File: config.mk
export PLATFORM = sky130hd
export DESIGN_NAME = encoder_ctrl
export DESIGN_NICKNAME = d
export VERILOG_FILES = /design/src/rtl/encoder_pkg.sv /design/src/rtl/evt_fifo.sv /design/src/rtl/encoder_ctrl.sv
export SDC_FILE = /design/constraint.sdc
export NUM_CORES = 1
export LEC_CHECK = 0
export BUFFER_PORTS_ARGS = -buffer_cell sky130_fd_sc_hd__buf_2
export CORE_ASPECT_RATIO = 1.75
export CORE_MARGIN = 10
export CORE_UTILIZATION = 50
export DETAILED_ROUTE_END_ITERATION = 8
export GPL_ROUTABILITY_DRIVEN = 0
export HOLD_SLACK_MARGIN = 0.12
export PLACE_DENSITY = 0.72
export SYNTH_ARGS = -nofsm -noshare
export SYNTH_HDL_FRONTEND = slang
export SYNTH_SLANG_ARGS = --single-unit
File: constraint.sdc
create_clock -name clk10M -period 6.6 [get_ports clk10M]
set_clock_uncertainty 0.1 [all_clocks]
set_input_delay 0.66 -clock clk10M [delete_from_list [all_inputs] [get_ports clk10M]]
set_output_delay 0.66 -clock clk10M [all_outputs]
set_load 0.05 [all_outputs]
File: src/rtl/encoder_pkg.sv
`default_nettype none
// ============================================================================
// encoder_pkg : shared types and Gray-step decode for the encoder controller
// Rev 1.0
// ============================================================================
package encoder_pkg;

    typedef enum logic [1:0] {
        IDLE     = 2'd0,
        CW_PART  = 2'd1,
        CCW_PART = 2'd2,
        ERROR    = 2'd3
    } state_t;

    typedef enum logic [1:0] {
        STEP_NONE = 2'd0,
        STEP_FWD  = 2'd1,
        STEP_REV  = 2'd2,
        STEP_ILL  = 2'd3
    } step_t;

    localparam logic DIR_CW  = 1'b1;
    localparam logic DIR_CCW = 1'b0;

    // Accumulator holds -STEPS..+STEPS with STEPS at most 4.
    localparam int ACC_W = 4;

    function automatic logic [1:0] gray_idx(input logic [1:0] g);
        logic [1:0] idx;
        case (g)
            2'b00:   idx = 2'd0;
            2'b01:   idx = 2'd1;
            2'b11:   idx = 2'd2;
            default: idx = 2'd3;
        endcase
        return idx;
    endfunction

    function automatic step_t gray_step(input logic [1:0] prev, input logic [1:0] cur);
        logic [1:0] d;
        step_t      s;
        d = gray_idx(cur) - gray_idx(prev);
        case (d)
            2'd0:    s = STEP_NONE;
            2'd1:    s = STEP_FWD;
            2'd2:    s = STEP_ILL;
            default: s = STEP_REV;
        endcase
        return s;
    endfunction

endpackage : encoder_pkg
`default_nettype wire

File: src/rtl/evt_fifo.sv
`default_nettype none
// ============================================================================
// evt_fifo : 1-bit wide first-word-fall-through FIFO with synchronous flush
// Rev 1.0
// ============================================================================
module evt_fifo #(
    parameter int DEPTH = 4
) (
    input  logic clk10M,
    input  logic rst,
    input  logic i_flush,
    input  logic i_push,
    input  logic i_din,
    input  logic i_pop,
    output logic o_dout,
    output logic o_full,
    output logic o_empty
);

    localparam int AW = $clog2(DEPTH);
    localparam logic [AW:0] c_DEPTH = (AW+1)'(DEPTH);

    logic [DEPTH-1:0] r_mem;
    logic [AW-1:0]    r_wr_ptr;
    logic [AW-1:0]    r_rd_ptr;
    logic [AW:0]      r_count;
    logic             w_wr;
    logic             w_rd;

    assign o_full  = (r_count == c_DEPTH);
    assign o_empty = (r_count == '0);
    assign o_dout  = r_mem[r_rd_ptr];

    // A full FIFO still accepts a write when the head leaves in the same cycle.
    assign w_wr = i_push & (~o_full | i_pop);
    assign w_rd = i_pop & ~o_empty;

    always_ff @(posedge clk10M or negedge rst) begin
        if (!rst) begin
            r_mem    <= '0;
            r_wr_ptr <= '0;
            r_rd_ptr <= '0;
            r_count  <= '0;
        end else if (i_flush) begin
            r_wr_ptr <= '0;
            r_rd_ptr <= '0;
            r_count  <= '0;
        end else begin
            if (w_wr) begin
                r_mem[r_wr_ptr] <= i_din;
                r_wr_ptr        <= r_wr_ptr + 1'b1;
            end
            if (w_rd) begin
                r_rd_ptr <= r_rd_ptr + 1'b1;
            end
            case ({w_wr, w_rd})
                2'b10:   r_count <= r_count + 1'b1;
                2'b01:   r_count <= r_count - 1'b1;
                default: r_count <= r_count;
            endcase
        end
    end

endmodule : evt_fifo
`default_nettype wire

File: src/rtl/encoder_ctrl.sv
`default_nettype none
// ============================================================================
// encoder_ctrl : quadrature sequencing, bounded position and detent event queue
// Rev 1.0
// ============================================================================
module encoder_ctrl
    import encoder_pkg::*;
#(
    parameter int POS_W      = 8,
    parameter int POS_MAX    = 100,
    parameter int STEPS      = 4,
    parameter int FIFO_DEPTH = 4
) (
    input  logic             clk10M,
    input  logic             rst,
    input  logic             a_in,
    input  logic             b_in,
    input  logic             wrap_en,
    input  logic             clr,
    input  logic             evt_ready,
    output logic             evt_valid,
    output logic             evt_dir,
    output logic [POS_W-1:0] pos,
    output logic             err,
    output logic             ovf
);

    localparam logic [POS_W-1:0]        c_POS_MAX = POS_W'(POS_MAX);
    localparam logic signed [ACC_W-1:0] c_ACC_CW  = ACC_W'(STEPS - 1);
    localparam logic signed [ACC_W-1:0] c_ACC_CCW = ACC_W'(1 - STEPS);
    localparam logic signed [ACC_W-1:0] c_ACC_ONE = ACC_W'(1);

    logic [1:0]              r_cur;
    logic [1:0]              r_prev;
    logic                    r_cur_vld;
    logic                    r_primed;
    state_t                  r_state;
    logic signed [ACC_W-1:0] r_acc;
    logic [POS_W-1:0]        r_pos;
    logic                    r_err;
    logic                    r_ovf;

    step_t                   w_step;
    logic                    w_cw_det;
    logic                    w_ccw_det;
    logic signed [ACC_W-1:0] w_acc_inc;
    logic signed [ACC_W-1:0] w_acc_dec;
    logic [POS_W-1:0]        w_pos_nxt;
    logic                    w_push;
    logic                    w_pop;
    logic                    w_full;
    logic                    w_empty;
    logic                    w_head;

    function automatic state_t state_of(input logic signed [ACC_W-1:0] a);
        state_t s;
        if (a == '0)
            s = IDLE;
        else if (a[ACC_W-1])
            s = CCW_PART;
        else
            s = CW_PART;
        return s;
    endfunction

    // prev only becomes meaningful one sample after cur was first loaded.
    always_ff @(posedge clk10M or negedge rst) begin
        if (!rst) begin
            r_cur     <= 2'b00;
            r_prev    <= 2'b00;
            r_cur_vld <= 1'b0;
            r_primed  <= 1'b0;
        end else begin
            r_cur  <= {a_in, b_in};
            r_prev <= r_cur;
            if (clr) begin
                r_cur_vld <= 1'b0;
                r_primed  <= 1'b0;
            end else begin
                r_cur_vld <= 1'b1;
                r_primed  <= r_cur_vld;
            end
        end
    end

    always_comb begin
        w_step    = r_primed ? gray_step(r_prev, r_cur) : STEP_NONE;
        w_acc_inc = r_acc + c_ACC_ONE;
        w_acc_dec = r_acc - c_ACC_ONE;
        w_cw_det  = (r_state != ERROR) && (w_step == STEP_FWD) && (r_acc == c_ACC_CW);
        w_ccw_det = (r_state != ERROR) && (w_step == STEP_REV) && (r_acc == c_ACC_CCW);
    end

    always_ff @(posedge clk10M or negedge rst) begin
        if (!rst) begin
            r_state <= IDLE;
            r_acc   <= '0;
            r_err   <= 1'b0;
        end else if (clr) begin
            r_state <= IDLE;
            r_acc   <= '0;
            r_err   <= 1'b0;
        end else begin
            case (r_state)
                ERROR: begin
                    if (w_step == STEP_ILL)
                        r_err <= 1'b1;
                    else if (r_cur == 2'b00 || r_cur == 2'b11)
                        r_state <= IDLE;
                end
                default: begin
                    case (w_step)
                        STEP_ILL: begin
                            r_state <= ERROR;
                            r_acc   <= '0;
                            r_err   <= 1'b1;
                        end
                        STEP_FWD: begin
                            if (w_cw_det) begin
                                r_acc   <= '0;
                                r_state <= IDLE;
                            end else begin
                                r_acc   <= w_acc_inc;
                                r_state <= state_of(w_acc_inc);
                            end
                        end
                        STEP_REV: begin
                            if (w_ccw_det) begin
                                r_acc   <= '0;
                                r_state <= IDLE;
                            end else begin
                                r_acc   <= w_acc_dec;
                                r_state <= state_of(w_acc_dec);
                            end
                        end
                        default: ;
                    endcase
                end
            endcase
        end
    end

    // A saturated detent leaves pos unchanged and therefore raises no event.
    always_comb begin
        w_pos_nxt = r_pos;
        if (w_cw_det)
            w_pos_nxt = (r_pos == c_POS_MAX) ? (wrap_en ? '0 : c_POS_MAX) : r_pos + 1'b1;
        else if (w_ccw_det)
            w_pos_nxt = (r_pos == '0) ? (wrap_en ? c_POS_MAX : '0) : r_pos - 1'b1;
        w_push = (w_pos_nxt != r_pos);
    end

    assign w_pop = ~w_empty & evt_ready;

    always_ff @(posedge clk10M or negedge rst) begin
        if (!rst) begin
            r_pos <= '0;
            r_ovf <= 1'b0;
        end else if (clr) begin
            r_pos <= '0;
            r_ovf <= 1'b0;
        end else begin
            r_pos <= w_pos_nxt;
            if (w_push && w_full && !w_pop)
                r_ovf <= 1'b1;
        end
    end

    evt_fifo #(
        .DEPTH (FIFO_DEPTH)
    ) u_evt_fifo (
        .clk10M  (clk10M),
        .rst     (rst),
        .i_flush (clr),
        .i_push  (w_push & ~clr),
        .i_din   (w_cw_det ? DIR_CW : DIR_CCW),
        .i_pop   (w_pop),
        .o_dout  (w_head),
        .o_full  (w_full),
        .o_empty (w_empty)
    );

    assign evt_valid = ~w_empty;
    assign evt_dir   = w_head;
    assign pos       = r_pos;
    assign err       = r_err;
    assign ovf       = r_ovf;

endmodule : encoder_ctrl
`default_nettype wire

Word-level counts from Yosys, hierarchy flattened
Index checks and enable logic that the tools add are counted.

word-level totals
  bits of input ports = 7
  output and inout port bits = 12
  bits in latches = 0
  bits in registers = 33
  word-level logic and storage cells = 125
  memories = 0
  bits in writable memories = 0
  ROM bits = 0

cells by class
  eq/ne operators = 21
  order comparisons = 3
  multipliers = 0
  shifts and indexed selects = 0
  muxes and demuxes = 45
  reduce and logical (&&, ||, !) cells = 26
  div/mod/pow operators = 0
  $add $sub $neg = 9
  bitwise operators = 8

operators by type and width
  cell                                                count
  2-to-1 mux 8 bit                                    5
  2-to-1 mux 2 bit                                    15
  case mux 2 bit (3 select lines)                     4
  2-to-1 mux 4 bit                                    4
  == test 2 bit, second input constant                7
  2-to-1 mux 7 bit                                    2
  case mux 4 bit (3 select lines)                     1
  == test 2 x 1 -> 1 bit, second input constant       5
  2-to-1 mux 1 bit                                    9
  adder 8 x 1 -> 8 bit, second input constant         1
  == test 4 x 3 -> 1 bit, second input constant       2
  == test 8 x 7 -> 1 bit, second input constant       1
  zero test 4 bit                                     2
  zero test 8 bit                                     1
  inequality test 8 bit                               1
  nonzero test 2 bit                                  4
  subtractor 8 x 1 -> 8 bit, second input constant    1
  logical AND 1 bit                                   7
  zero test 2 bit                                     3
  < comparator 2 x 3 -> 1 bit, second input constant  2
  inequality test 3 bit, second input constant        2
  case mux 3 bit (2 select lines)                     1
  nonzero test 5 bit                                  1
  adder 2 x 1 -> 2 bit, second input constant         2
  other kinds (22)                                    29

Longest topological paths before layout
  word-level depth = 17
  depth in mapped cells = 15
  mapped depth without buffers = 15

By module
Synthesis repeated with hierarchy kept, for this count alone.

unflattened totals
  cells, all modules = 273
  area total of the unflattened synthesis = 2,454.9 um2

modules (own cells, without submodules)
  module        cells each  times used  area an instance (um2)  sequential area each (um2)
  encoder_ctrl  199         1           1,699.1                 550.5
  evt_fifo      74          1           755.7                   275.3

Worst setup path after synthesis
No wires, ideal clock.

  path type = reg2reg
  from = register r_cur[0]
  to = register u_evt_fifo.r_count[2]
  path buffers = 0
  cell stages (with the launch flop) = 15
  clock period less this slack = 3,817 ps
  required time = 6,375 ps
  data arrival time = 3,592 ps
  setup time = 125 ps
  setup slack = 2,783 ps
  cell sequence = dfrtp_1 > inv_1 > ha_1 > ha_1 > xnor2_1 > ha_1 > nor4b_2 > nand4_1 > a211o_1 > o2111ai_2 > a31oi_1 > fa_1 > and3_1 > mux2i_1 > mux2_2

between the ends
  longest elaborated chain between the ends = 17
  elaborated cells on any way between the ends = 26
  those cells by class = add/sub: 1; eq/ne: 9; mux: 7; bitwise: 2; reduce/logical: 7

ends and longest elaborated chain
  element                                                  RTL line             RTL
  from (decl)                                              encoder_ctrl.sv:33   logic [1:0] r_cur;
  from (signal assigned)                                   encoder_ctrl.sv:74   r_cur <= {a_in, b_in};
  == test 2 bit, or another cell as far along              encoder_pkg.sv:30    case (g)
  case mux 2 bit (3 select lines) *                        encoder_pkg.sv:30
  subtractor 2 bit *                                       encoder_pkg.sv:42    d = gray_idx(cur) - gray_idx(prev);
  == test 2 bit, or another cell as far along              encoder_pkg.sv:43    case (d)
  case mux 2 bit (3 select lines) *                        encoder_pkg.sv:43
  2-to-1 mux 2 bit *                                       encoder_ctrl.sv:87   w_step = r_primed ? gray_step(r_prev, r_cur) : STEP_NONE;
  == test 2 bit                                            encoder_ctrl.sv:91   w_ccw_det = (r_state != ERROR) && (w_step == STEP_REV) && (r_acc == c_ACC_CCW);
  logical AND 1 bit (2 in series)                          encoder_ctrl.sv:91
  2-to-1 mux 8 bit                                         encoder_ctrl.sv:148  else if (w_ccw_det)
  2-to-1 mux 8 bit *                                       encoder_ctrl.sv:146  if (w_cw_det)
  inequality test 8 bit *                                  encoder_ctrl.sv:150  w_push = (w_pos_nxt != r_pos);
  AND 1 bit *                                              encoder_ctrl.sv:175  .i_push (w_push & ~clr),
  AND 1 bit *                                              evt_fifo.sv:35       assign w_wr = i_push & (~o_full | i_pop);
  == test 2 x 1 -> 1 bit or == test 2 bit (tied branches)  evt_fifo.sv:56       case ({w_wr, w_rd})
  case mux 3 bit (2 select lines)                          evt_fifo.sv:56
  2-to-1 mux 3 bit                                         evt_fifo.sv:44       end else if (i_flush) begin
  to (signal assigned)                                     evt_fifo.sv:57       2'b10: r_count <= r_count + 1'b1;
  to (signal assigned)                                     evt_fifo.sv:58       2'b01: r_count <= r_count - 1'b1;
  to (signal assigned)                                     evt_fifo.sv:59       default: r_count <= r_count;
  to (decl)                                                evt_fifo.sv:26       logic [AW:0] r_count;

Every way passes the cells marked *; elsewhere a longest branch is shown, timed or not.
A chain may end at the register's enable or synchronous reset.

Final worst setup path
Ends and elaborated chain as after synthesis.

==> impl_metrics.ini <==
[cells_and_area]
drive_gt1_share_pct = 13.9
multi_input_area_um2 = 1380
diodes = 0
nets = 297
areaGrowthSynthToFinish_pct = 9.98
fillers = 429
seq_area_um2 = 826

[clock_network]
clk_pin_slew_ns = 0.07
clock_sinks = 33
cts_max_level = 2
cts_buffer_depth = 2
cts_tree = built
clk_latency_ns = 0.29
root_buffer = clkbuf_8
cts_hold_buffers = 0
cts_buffers = 5
cts_post_setup_buffers_inserted = 0
post_cts_resized = 0

[routing]
wl_met2_um = 2990
route.detailed.drc = 0
met3_length_um = 134
wl_per_cell_um = 16.3
routed.top_layer = met4
drt_iter0_markers = 126
drt_pass1_iterations = 4
m1WireLength_um = 2030
vias = 1994
wl_um = 5270
via_per_inst = 6.15
antenna_left = 0

[power]
ir_worst_vdd_v = 0.000189
p_total_mw = 0.553
power.density_nw_per_um2 = 218
p_leak_nw = 1.16

[setup_path]
worstPathRequired_ns = 6.68
rrSetupSlack_ns = 2.01
cpMaxStageDelayCell = nor3b_1
r2r_start = r_cur[0]
cpMostUsedCell = ha_1
r2r_end = u_evt_fifo.r_count[2]
path_max_fanout = 12
cp-start-kind = flip-flop
timing.critical_path.buf_inv = 1
cp-endpoint = u_evt_fifo.r_count[2]
slowest_delay_ns = 0.96
path_depth = 14
worstPathArrival_ns = 4.67
rr_worst_depth = 14
worstSetupPathType = flip-flop to flip-flop
path_delay_family = adder cells
cp-end-kind = flip-flop
worstSetupStartpoint = r_cur[0]
path_cells = inv_1, ha_1, ha_1, xnor2_1, ha_1, o211ai_1, nor3b_1, o21ai_0, o2111ai_2, a31oi_1, fa_1, and3_1, mux2i_1, mux2_2

[sta]
layout_min_cycle_time_ns = 4.59
setup_tns_ns = 0
worst_pin_slew_ns = 1.14
drv_slew = 0
hold_violations = 0
slew-limit-headroom_pct = 24.0
fmax_ghz = 0.218
setup_viol = 0
fin_crit_sh_pct = 69.5
rsz0062_at_grt = false

[global_route]
grt_max_degree = 34
grt_pass1_vias = 1972
grt_pass1_wl_um = 9100
grt.total_usage_pct = 13.9
antenna_found_initial = 0
grt_overflow_total = 0

[floorplan]
core_um2 = 4440
die_height_um = 110
floorplan.initialDensity_pct = 51.9
dieArea_um2 = 7840
die_w_um = 71.3
ios = 19
row_count = 32

[synth]
postSynthAreaPerCell_um2 = 8.97
ys.flop_type = dfrtp_1
yosysWarnings = 0
synth_area_um2 = 2310
syn_inst = 257
synth_nets = 282
synth_edf_count = 0
synth-seq-cells = 33
synth.distinct_cells = 54
ys_seq_area_share_pct = 35.8
async_reset_ff_share_pct = 100

[worst_hold_path]
hold_path.class = flip-flop to flip-flop

[place]
port-buffer-count = 18
place_hpwl_um = 3930

[job]
maxCapViolCount = 0

[status]
outcome = complete, no violations
-- power by group --
part | switching, mW | internal [mW] | total (mW)
sequential | 0.0130 | 0.214 | 0.227
clock | 0.0748 | 0.123 | 0.198
combinational | 0.0811 | 0.0473 | 0.128
total | 0.169 | 0.384 | 0.553
-- area by class of cell --
| type | count | share of cell area (%) |
|---|---|---|
| multi-input cells | 199 | 54.6 |
| clock buffers | 7 | 3.40 |
| inverters | 15 | 2.22 |
| repair buffers | 18 | 3.55 |
| well taps | 51 | 2.52 |
| flip-flops and latches | 33 | 32.6 |
| clock inverters | 1 | 1.18 |
-- Yosys cell counts, types with 2 or more instances --
master	number	area [um2]
a211oi_1	4	30.0
a21oi_1	15	75.1
a221o_1	2	20.0
a22o_1	6	52.6
a31oi_1	4	25.0
and2_1	2	12.5
and3_1	6	37.5
and4_1	4	35.0
buf_1	2	7.51
buf_2	2	10.0
clkbuf_1	6	22.5
dfrtp_1	33	826
ha_1	17	213
inv_1	15	56.3
mux2_2	5	56.3
mux2i_1	2	20.0
nand2_1	20	75.1
nand3_1	11	55.1
nand4_1	5	31.3
nor2_1	23	86.3
nor2b_1	2	12.5
nor3_1	4	20.0
nor3b_1	2	15.0
o21a_1	2	15.0
o21ai_0	20	100
o31a_1	2	17.5
or3_1	4	25.0
or4b_2	2	20.0
xnor2_1	7	61.3
xor2_1	4	35.0
-- sequential cells by signal (all words and copies together) (netlist names), 2 cells and up --
name	flops
u_evt_fifo.r_rd_ptr	2
r_prev	2
u_evt_fifo.r_wr_ptr	2
u_evt_fifo.r_mem	4
pos	8
r_state	2
u_evt_fifo.r_count	3
r_cur	2
r_acc	4
-- cells in the final DEF, fill, tap and decap left out, types with 2 or more instances in the layout --
cell      instances
a211oi_1          4
a22o_1            6
or3_1             4
buf_2            18
mux2_2            5
mux2i_1           2
a221o_1           2
and3_1            6
inv_1            15
and4_1            4
dfrtp_1          33
a21oi_1          15
and2_1            2
xor2_1            4
clkbuf_8          6
nor3b_1           2
o31a_1            2
nor3_1            4
nor2b_1           2
nand2_1          20
o21ai_0          20
o21a_1            2
nand3_1          11
ha_1             17
a31oi_1           4
nand4_1           5
xnor2_1           7
nor2_1           23
or4b_2            2
-- routing by layer --
metal	global-route usage, %	vias up
li1	-	974
met1	14.1	988
met2	26.1	21
met3	2.80	11
met4	6.94	0
met5	0	-
-- through the flow --
stage               util, %  std cells  setup slack, ns  hold WS, ns  area [um2]
global route           57.1        324             1.60        0.330        2540
floorplan                 -        257             2.78        0.264        2310
global placement       54.4        316             2.18        0.284        2420
CTS                    57.1        324             2.03        0.307        2540
detailed placement     54.4        316             2.04        0.292        2420
finish                 57.1        324             2.01        0.306        2540
-- kinds of logic (layout without fill, tap and decap cells) --
logic type,after synthesis,after routing,synth area share (%)
AND/OR/NAND/NOR,93,93,21.5
XOR/XNOR,11,11,4.18
AO/OA/AOI/OAI,69,69,20.0
flip-flops,33,33,35.8
multiplexers,8,8,4.29
buffers and inverters,25,41,4.18
adder cells (fa/ha/maj),18,18,10.1
-- worst min path at each step --
stage | startpoint | end | slack (ns) | depth (start not counted)
final | r_cur[0] | r_prev[0] | 0.31 | 0
after global routing | r_cur[1] | r_prev[1] | 0.33 | 0
after CTS | r_cur[0] | r_prev[0] | 0.31 | 0
after detailed placement | r_cur[0] | r_prev[0] | 0.29 | 0
after global placement | r_cur[0] | r_prev[0] | 0.28 | 0
after floorplan | rst | err | 0.26 | 0
Power figures use the tool's default switching activity.
